$ cat src/rtl/video_sync_detect.sv
// video_sync_detect: recovers pixel position and line/frame geometry
// from an externally timed hsync/vsync/de stream and reports lock.
module video_sync_detect #(
  parameter int   H_BITS          = 12,
  parameter int   V_BITS          = 11,
  parameter logic H_SYNC_POLARITY = 1'b0,
  parameter logic V_SYNC_POLARITY = 1'b0
) (
  input  logic              clk,
  input  logic              reset_i,
  input  logic              hsync_i,
  input  logic              vsync_i,
  input  logic              de_i,
  output logic              hsync_o,
  output logic              vsync_o,
  output logic              de_o,
  output logic [H_BITS-1:0] h_count_o,
  output logic [V_BITS-1:0] v_count_o,
  output logic              end_of_line_o,
  output logic              frame_start_o,
  output logic [H_BITS-1:0] h_total_o,
  output logic [H_BITS-1:0] h_visible_o,
  output logic [V_BITS-1:0] v_total_o,
  output logic [V_BITS-1:0] v_visible_o,
  output logic              locked_o
);

  typedef enum logic [1:0] {
    SEARCH  = 2'd0,
    MEASURE = 2'd1,
    LOCKED  = 2'd2
  } state_t;

  localparam logic [H_BITS-1:0] H_MAX = '1;
  localparam logic [V_BITS-1:0] V_MAX = '1;
  localparam logic [H_BITS-1:0] H_ONE = H_BITS'(1);
  localparam logic [V_BITS-1:0] V_ONE = V_BITS'(1);

  logic hsync_r, vsync_r, de_r;
  logic hs_p, vs_p, de_p;
  logic hs, vs;
  logic hs_start, vs_start, de_rise, de_fall;

  assign hs       = (hsync_r == H_SYNC_POLARITY);
  assign vs       = (vsync_r == V_SYNC_POLARITY);
  assign hs_start = hs & ~hs_p;
  assign vs_start = vs & ~vs_p;
  assign de_rise  = de_r & ~de_p;
  assign de_fall  = ~de_r & de_p;

  always_ff @(posedge clk) begin
    if (reset_i) begin
      hsync_r <= ~H_SYNC_POLARITY;
      vsync_r <= ~V_SYNC_POLARITY;
      de_r    <= 1'b0;
      hs_p    <= 1'b0;
      vs_p    <= 1'b0;
      de_p    <= 1'b0;
    end else begin
      hsync_r <= hsync_i;
      vsync_r <= vsync_i;
      de_r    <= de_i;
      hs_p    <= hs;
      vs_p    <= vs;
      de_p    <= de_r;
    end
  end

  logic [H_BITS-1:0] lc, rc, lc_inc, rc_inc;
  logic [H_BITS-1:0] meas_ht, meas_hv;
  logic [V_BITS-1:0] vl, vd, vl_inc, vd_inc;
  logic              lc_sat;

  assign lc_sat = (lc == H_MAX);
  assign lc_inc = lc_sat ? lc : lc + H_ONE;
  assign rc_inc = (rc == H_MAX) ? rc : rc + H_ONE;
  assign vl_inc = (vl == V_MAX) ? vl : vl + V_ONE;
  assign vd_inc = (vd == V_MAX) ? vd : vd + V_ONE;

  always_ff @(posedge clk) begin
    if (reset_i) begin
      lc      <= '0;
      rc      <= '0;
      vl      <= '0;
      vd      <= '0;
      meas_ht <= '0;
      meas_hv <= '0;
    end else begin
      if (hs_start) begin
        meas_ht <= lc_inc;
        lc      <= '0;
      end else begin
        lc <= lc_inc;
      end
      if (de_fall) meas_hv <= rc;
      if (de_rise) rc <= H_ONE;
      else if (de_r) rc <= rc_inc;
      // a sync edge coincident with vsync belongs to the new frame
      if (vs_start) begin
        vl <= hs_start ? V_ONE : '0;
        vd <= de_rise ? V_ONE : '0;
      end else begin
        if (hs_start) vl <= vl_inc;
        if (de_rise) vd <= vd_inc;
      end
    end
  end

  logic [H_BITS-1:0] st_ht, st_hv;
  logic [V_BITS-1:0] st_vt, st_vv;
  logic              cand_ok, eq_st, eq_pub;

  assign cand_ok = (meas_ht != '0) && (meas_ht != H_MAX)
                && (meas_hv != '0) && (meas_hv != H_MAX)
                && (vl != '0) && (vl != V_MAX)
                && (vd != '0) && (vd != V_MAX);
  assign eq_st  = (meas_ht == st_ht) && (meas_hv == st_hv)
               && (vl == st_vt) && (vd == st_vv);
  assign eq_pub = (meas_ht == h_total_o) && (meas_hv == h_visible_o)
               && (vl == v_total_o) && (vd == v_visible_o);

  state_t state, state_nx;
  logic   store, store_hs, publish, clear;

  always_ff @(posedge clk) begin
    if (reset_i) state <= SEARCH;
    else         state <= state_nx;
  end

  always_comb begin
    state_nx = state;
    store    = 1'b0;
    store_hs = 1'b0;
    publish  = 1'b0;
    clear    = 1'b0;
    unique case (state)
      SEARCH: begin
        if (vs_start) begin
          state_nx = MEASURE;
          clear    = 1'b1;
        end
      end
      MEASURE: begin
        if (vs_start) begin
          if (eq_st && cand_ok) begin
            state_nx = LOCKED;
            publish  = 1'b1;
          end else begin
            store = 1'b1;
          end
        end
      end
      LOCKED: begin
        if (vs_start && !eq_pub) begin
          state_nx = MEASURE;
          store    = 1'b1;
        end else if (hs_start && (lc_inc != h_total_o)) begin
          state_nx = MEASURE;
          store_hs = 1'b1;
        end
      end
      default: state_nx = SEARCH;
    endcase
    // hsync lost overrides everything
    if (lc_sat) state_nx = SEARCH;
  end

  assign locked_o = (state == LOCKED);

  always_ff @(posedge clk) begin
    if (reset_i || clear) begin
      st_ht <= '0;
      st_hv <= '0;
      st_vt <= '0;
      st_vv <= '0;
    end else if (store || store_hs) begin
      st_ht <= store_hs ? lc_inc : meas_ht;
      st_hv <= meas_hv;
      st_vt <= vl;
      st_vv <= vd;
    end
  end

  always_ff @(posedge clk) begin
    if (reset_i) begin
      h_total_o   <= '0;
      h_visible_o <= '0;
      v_total_o   <= '0;
      v_visible_o <= '0;
    end else if (publish) begin
      h_total_o   <= meas_ht;
      h_visible_o <= meas_hv;
      v_total_o   <= vl;
      v_visible_o <= vd;
    end
  end

  always_ff @(posedge clk) begin
    if (reset_i) begin
      hsync_o       <= ~H_SYNC_POLARITY;
      vsync_o       <= ~V_SYNC_POLARITY;
      de_o          <= 1'b0;
      end_of_line_o <= 1'b0;
      frame_start_o <= 1'b0;
      h_count_o     <= '0;
      v_count_o     <= '0;
    end else begin
      hsync_o       <= hsync_r;
      vsync_o       <= vsync_r;
      de_o          <= de_r;
      end_of_line_o <= de_fall;
      frame_start_o <= vs_start;
      if (de_r) begin
        if (de_rise)               h_count_o <= '0;
        else if (h_count_o != H_MAX) h_count_o <= h_count_o + H_ONE;
      end
      if (vs_start)                          v_count_o <= '0;
      else if (de_fall && v_count_o != V_MAX) v_count_o <= v_count_o + V_ONE;
    end
  end

endmodule

$ cat config.mk
export PLATFORM = sky130hd
export DESIGN_NAME = video_sync_detect
export DESIGN_NICKNAME = d
export VERILOG_FILES = /design/src/rtl/video_sync_detect.sv
export SDC_FILE = /design/constraint.sdc
export NUM_CORES = 1
export LEC_CHECK = 0
export CORE_MARGIN = 2
export CORE_UTILIZATION = 56
export DETAILED_ROUTE_END_ITERATION = 16
export PLACE_DENSITY = 0.77
export SYNTH_ARGS = -nofsm -noshare
export SYNTH_HDL_FRONTEND = slang
export SYNTH_SLANG_ARGS = --single-unit
$ cat constraint.sdc
create_clock -name clk -period 3.53 [get_ports clk]
set_input_delay 0.706 -clock clk [delete_from_list [all_inputs] [get_ports clk]]
set_output_delay 0.706 -clock clk [all_outputs]
set_load 0.1 [all_outputs]
==> results.md, run 1 <==
- Pin count of the biggest net entering global routing: 56
- Synth Net Count: 1,144
- Final setup violation count: 0
- Clock sinks: 197
- Post-Layout Inst Area: 11,200 um2
- Maximum buffer depth of the clock tree: 2
- CTS resizes: 0
- Vias/cell: 5.81
- Max incr delay on CP: 0.58 ns
- Total power: 4.63 mW
- TNS Setup: 0 ns
- Most frequent cells in the layout: dfxtp_1 (197), nand2_1 (135), nor2_1 (125)
- PD cells: 413 nW/um2
- Worst setup SP type: flip-flop
- Post-place setup slack: 0.270 ns
- Starting DRC count in detailed routing: 759
- Minimum clock period: 3.23 ns
- Total detailed-routing wirelength: 25,300 um
- Synth Area in Adders: 1.54%
- First-pass GRT wire length: 39,800 um
- Worst setup margin: 0.295 ns
- Hold Fails Final Rpt: 0
- Initial Util: 56.8%
- Fillers: 1,460
- CP cell instances: nand4_4, o311ai_0, o21ai_0, xnor2_1, or3_1, o31a_1, a21oi_4, buf_12, mux2i_1
- Routed length per instance: 18.0 um
- Worst Hold Class: reg2reg
- Worst skew pair latency: 0.45 ns
- Slew headroom: 32.7%
- Data required, critical path: 3.89 ns
- Pre-Repair DR Iteration Count: 7
- Core area: 17,100 um2
- Initial antenna violation count: 0
- Worst VDD drop: 0.423 mV
- Number of max-cap violations: 0
- Clock-pin transition on the worst setup and hold timing paths: 0.08 ns
- Die Y: 136 um
- Tcrit/Tclk final: 91.6%
- Remaining global-route overflow: 0
- Slowest cell on the critical path: dfxtp_1
- CTS tree: done
- GRT Total Usage: 27.8%
- Mean post-synth cell area: 8.63 um2
- CTS Root Buffer Type: clkbuf_16
- Vias in the first global route: 7,406
- Placed inst area: 10,600 um2
- Crit path max fanout: 29
- CTS buffer count: 17
- Row Count: 48
- Most common cell after layout, fill and taps aside: dfxtp_1
- Post-synth EDFFs: 0
- Leakage: 4.90 nW
- IO Port Bufs: 79
- Hold Buf Count CTS: 0
- Synth-to-Final Area Change: 15.4%
- Via count: 8,163
- H-tree Lvls: 4
- Hpwl dp: 18,100 um
- Mapped Area: 9720 um2
- Worst path buffer plus inverter count: 1
- Final Skew: 0.0156 ns
- CP delay by family, top: compound AO/OA/AOI/OAI gates
- Status: finished, final reports clean
- Synth async-reset ratio: 0%
- RSZ-0062 raised after global routing: false
- I/O pin count: 80
- Worst slew pin tran: 1.01 ns
- DRC Markers: 0
- Unique masters post-synth: 62
- Crit end category: flip-flop
- Post-synthesis mux area share: 9.56%
- Slew Limit Fails: 0
- Detail Route Antenna Nets: 0
- Area of the die: 18,400 um2
- FMAX: 309 MHz
- Number of nets in the layout: 1,183
- Post-synthesis sequential area ratio: 40.6%
- Setup bufs post-CTS: 0
- Gpl congestion: 1.00
- Crit path DAT: 3.60 ns
- Die X: 136 um
- Xor/xnor share of the synthesized area: 12.3%
- Synth Instances: 1,127
- Main combinational cell family by area after synthesis: simple AND/OR/NAND/NOR gates
- Seq cells post-synth: 197
- Compound-gate portion of the synthesized area: 8.92%
- Layout cell share with drive strength beyond 1: 9.33%
- Critical path class: reg2reg
- Warnings, synthesis: 0
- Synth Area in Simple Gates: 22.7%
- Diodes inserted: 0
- Ys flop type: dfxtp_1
==> worst paths after layout <==
| kind | start | depth (start not counted) | slack (ns) | end |
|---|---|---|---|---|
| min | vs_p | 1 | 0.44 | frame_start_o |
| max reg2reg | lc[6] | 9 | 0.30 | st_vv[10] |
| max | lc[6] | 9 | 0.30 | st_vv[10] |
| min reg2reg | vs_p | 1 | 0.44 | frame_start_o |
==> where the power goes <==
group	switching, mW	internal (mW)
sequential	0.0316	2.24
combinational	0.265	0.135
clock	0.944	1.01
total	1.24	3.39
==> layer usage <==
layer	GRT usage, %	share of wire [%]	vias up
met2	43.8	46	271
li1	-	-	3973
met4	10.1	2.9	0
met1	37.3	45	3871
met5	0	0	-
met3	6.25	6.5	48
==> cells in the mapped netlist, types with 4 or more instances <==
master     instances  area, um2
dfxtp_1          197       3940
nand2_1          136        510
nor2_1           125        469
mux2i_1           85        851
clkbuf_1          75        282
xor2_1            69        604
xnor2_1           68        596
nand4_1           48        300
a21oi_1           42        210
nor4_1            31        194
nand3_1           28        140
o21ai_0           28        140
inv_1             17       63.8
nor3_1            15       75.1
and3_1            14       87.6
or3_1             14       87.6
ha_1              12        150
and4_1             7       61.3
a211oi_1           6       45.0
a221oi_1           6       52.6
a22o_1             6       52.6
and2_1             6       37.5
buf_2              6       30.0
nand2b_1           6       37.5
o211a_1            6       60.1
or2_2              6       37.5
mux2_2             5       56.3
nor2b_1            5       31.3
o2111ai_1          4       35.0
o211ai_1           4       30.0
o31ai_1            4       30.0
==> flip-flops by register name, summed over array words and instances (netlist names), 2 cells and up <==
register,flops
meas_hv,12
st_vt,11
v_count_o,11
h_total_o,12
vl,11
lc,12
v_visible_o,11
vd,11
meas_ht,12
h_count_o,12
v_total_o,11
st_hv,12
h_visible_o,12
st_vv,11
rc,12
st_ht,12
state,2
==> cell type report <==
type,instances,area [um2],share of cell area (%)
Multi-Input combinational cell,825,5380,47.9
Sequential cell,197,3940,35.2
Timing Repair Buffer,108,961,8.56
Clock buffer,18,429,3.83
Tap cell,225,282,2.51
Clock inverter,14,163,1.45
Inverter,17,63.8,0.569
==> through the flow <==
stage               hold slack (ns)  instances  util [%]
floorplan                     0.404       1127         -
global placement              0.419       1372      62.0
detailed placement            0.425       1372      62.0
CTS                           0.446       1404      65.5
global route                  0.461       1404      65.5
finish                        0.445       1404      65.5
==> cells by family (layout without fill, tap and decap cells) <==
group,count (synthesis),in the layout
AO/OA/AOI/OAI,132,132
XOR/XNOR,137,137
adder cells (fa/ha/maj),12,12
buffers and inverters,105,157
flip-flops,197,197
multiplexers,91,91
AND/OR/NAND/NOR,453,453
Power figures use the tool's default switching activity.
==> run 2, diff against run 1 <==
--- a/config.mk
+++ b/config.mk
@@ -9,6 +9,7 @@
 export CORE_UTILIZATION = 56
 export DETAILED_ROUTE_END_ITERATION = 16
 export PLACE_DENSITY = 0.77
+export RECOVER_POWER = 25
 export SYNTH_ARGS = -nofsm -noshare
 export SYNTH_HDL_FRONTEND = slang
 export SYNTH_SLANG_ARGS = --single-unit
==> results.md, run 2 (synthesized netlist as in run 1, its figures left out) <==
- Routed length per instance: 18.0 um (about the same)
- Crit end category: flip-flop
- Final setup violation count: 0 (unchanged)
- Status: finished, violations left
- RSZ-0062 raised after global routing: false
- Pin count of the biggest net entering global routing: 56 (unchanged)
- Synth-to-Final Area Change: 14.6%
- Crit path max fanout: 29 (unchanged)
- Post-Layout Inst Area: 11,100 um2 (-0.71%)
- Slew headroom: -9.66% (-42 points)
- Crit path to: st_vv[10]
- Die Y: 136 um (unchanged)
- Worst VDD drop: 0.422 mV (-0.28%)
- First-pass GRT wire length: 39,800 um (unchanged)
- CTS tree: done
- Fillers: 1,475 (+1.0%)
- Leakage: 4.81 nW (-1.9%)
- Maximum buffer depth of the clock tree: 2 (unchanged)
- Setup bufs post-CTS: 0 (unchanged)
- GRT Total Usage: 27.8% (unchanged)
- IO Port Bufs: 79 (unchanged)
- Area of the die: 18,400 um2 (unchanged)
- H-tree Lvls: 4 (unchanged)
- Worst setup SP type: flip-flop
- DRC Markers: 0 (unchanged)
- Critical path class: reg2reg
- Clock sinks: 197 (unchanged)
- R2r endpoint: st_vv[10]
- Critical Path Start: lc[6]
- Core area: 17,100 um2 (unchanged)
- Multi-input logic area: 5380 um2 (unchanged)
- Slew Limit Fails: 67 (+67)
- Remaining global-route overflow: 0 (unchanged)
- Worst slew pin tran: 1.64 ns (+0.638 ns)
- Clock-pin transition on the worst setup and hold timing paths: 0.08 ns (about the same)
- R2R depth: 9 (unchanged)
- Most frequent cells in the layout: dfxtp_1 (197), nand2_1 (135), nor2_1 (125)
- Total detailed-routing wirelength: 25,300 um (about the same)
- Data required, critical path: 3.89 ns (about the same)
- Failing checks: max-capacitance violations, max-slew violations
- Worst skew pair latency: 0.45 ns (about the same)
- Number of max-cap violations: 2 (+2)
- Vias/cell: 5.79 (-0.37%)
- Crit path DAT: 3.60 ns (about the same)
- Die X: 136 um (unchanged)
- PD cells: 415 nW/um2 (+0.58%)
- CTS Root Buffer Type: clkbuf_16
- Final Skew: 0.0144 ns (-0.00117 ns)
- I/O pin count: 80 (unchanged)
- Number of nets in the layout: 1,183 (unchanged)
- TNS Setup: 0 ns (unchanged)
- Gpl congestion: 1.00 (unchanged)
- Initial antenna violation count: 0 (unchanged)
- Worst Hold Class: reg2reg
- R2R setup slack: 0.29 ns (about the same)
- Layout cell share with drive strength beyond 1: 7.38% (-2.0 points)
- Initial Util: 56.8% (unchanged)
- FMAX: 309 MHz (-0.18%)
- Via count: 8,133 (-0.37%)
- Detail Route Antenna Nets: 0 (unchanged)
- Most common cell after layout, fill and taps aside: dfxtp_1
- Row Count: 48 (unchanged)
- CTS buffer count: 17 (unchanged)
- RR Startpoint: lc[6]
- Slowest cell on the critical path: dfxtp_1
- Vias in the first global route: 7,406 (unchanged)
- Register Area: 3940 um2 (unchanged)
- Starting DRC count in detailed routing: 748 (-1.4%)
- Hold Fails Final Rpt: 0 (unchanged)
- Hpwl dp: 18,100 um (unchanged)
- CP cell instances: nand4_4, o311ai_0, o21ai_0, xnor2_1, or3_1, o31a_1, a21oi_4, buf_12, mux2i_1
- Minimum clock period: 3.24 ns (+0.00573 ns)
- Diodes inserted: 0 (unchanged)
- Placed inst area: 10,600 um2 (unchanged)
- Max incr delay on CP: 0.59 ns (about the same)
- Pre-Repair DR Iteration Count: 6 (-1)
- Tcrit/Tclk final: 91.8% (+0.16 points)
[run 2: cell count changes in the layout (fill, tap and decap cells not counted), sizes merged]
cell | previous run | this run
buf | 57 | 35
clkbuf | 18 | 40
[run 2: timing repair]
action | CTS | global route
endpoints found under the setup margin | 0 | 4
hold buffers | 0 | 0
gates resized for setup | 0 | 2
[run 2: critical path, delay by kind of cell, from the launching register on]
family	cells	cell delay, ns
AOI/OAI and AO/OA	4	1.22
xor gates and xnor gates	1	0.20
buffers and inverters	1	0.25
DFF	1	0.59
muxes	1	0.25
and+or+nand+nor	2	0.65
[run 2: power by group]
group          internal, mW  switching (mW)  leakage, nW
Combinational         0.133           0.265         2.93
Sequential             2.24          0.0314         1.59
Clock                  1.01           0.940        0.288
Total                  3.39            1.24         4.81
[run 2: worst min path at each step]
stage	end	cells after the start	start
floorplan	frame_start_o	1	vs_p
global placement	frame_start_o	1	vs_p
detailed placement	frame_start_o	1	vs_p
CTS	frame_start_o	1	vs_p
global route	frame_start_o	1	vs_p
finish	frame_start_o	1	vs_p
[run 2: through the flow]
stage / power [mW] / hold WS [ns] / instances / setup slack, ns / util, %
floorplan: 2.61 / 0.404 / 1127 / 0.501 / -
global placement: 2.72 / 0.419 / 1372 / 0.388 / 62.0
detailed placement: 2.72 / 0.425 / 1372 / 0.270 / 62.0
CTS: 4.65 / 0.446 / 1404 / 0.224 / 65.5
global route: 4.77 / 0.461 / 1404 / 0.0876 / 65.1
finish: 4.62 / 0.444 / 1404 / 0.290 / 65.1
[run 2: final cells by class]
| cell class | instances | share of cell area [%] |
|---|---|---|
| clock inverter | 14 | 1.46 |
| multi-input combinational | 825 | 48.3 |
| sequential | 197 | 35.4 |
| clock buffer | 18 | 3.85 |
| timing repair buffer | 108 | 7.91 |
| tap | 225 | 2.53 |
| inverter | 17 | 0.573 |
[run 2: layer usage]
metal	global-route usage (%)	part of all wire, %
met2	43.8	46
met5	0	0
met3	6.25	6.6
met4	10.1	3.1
met1	37.3	44
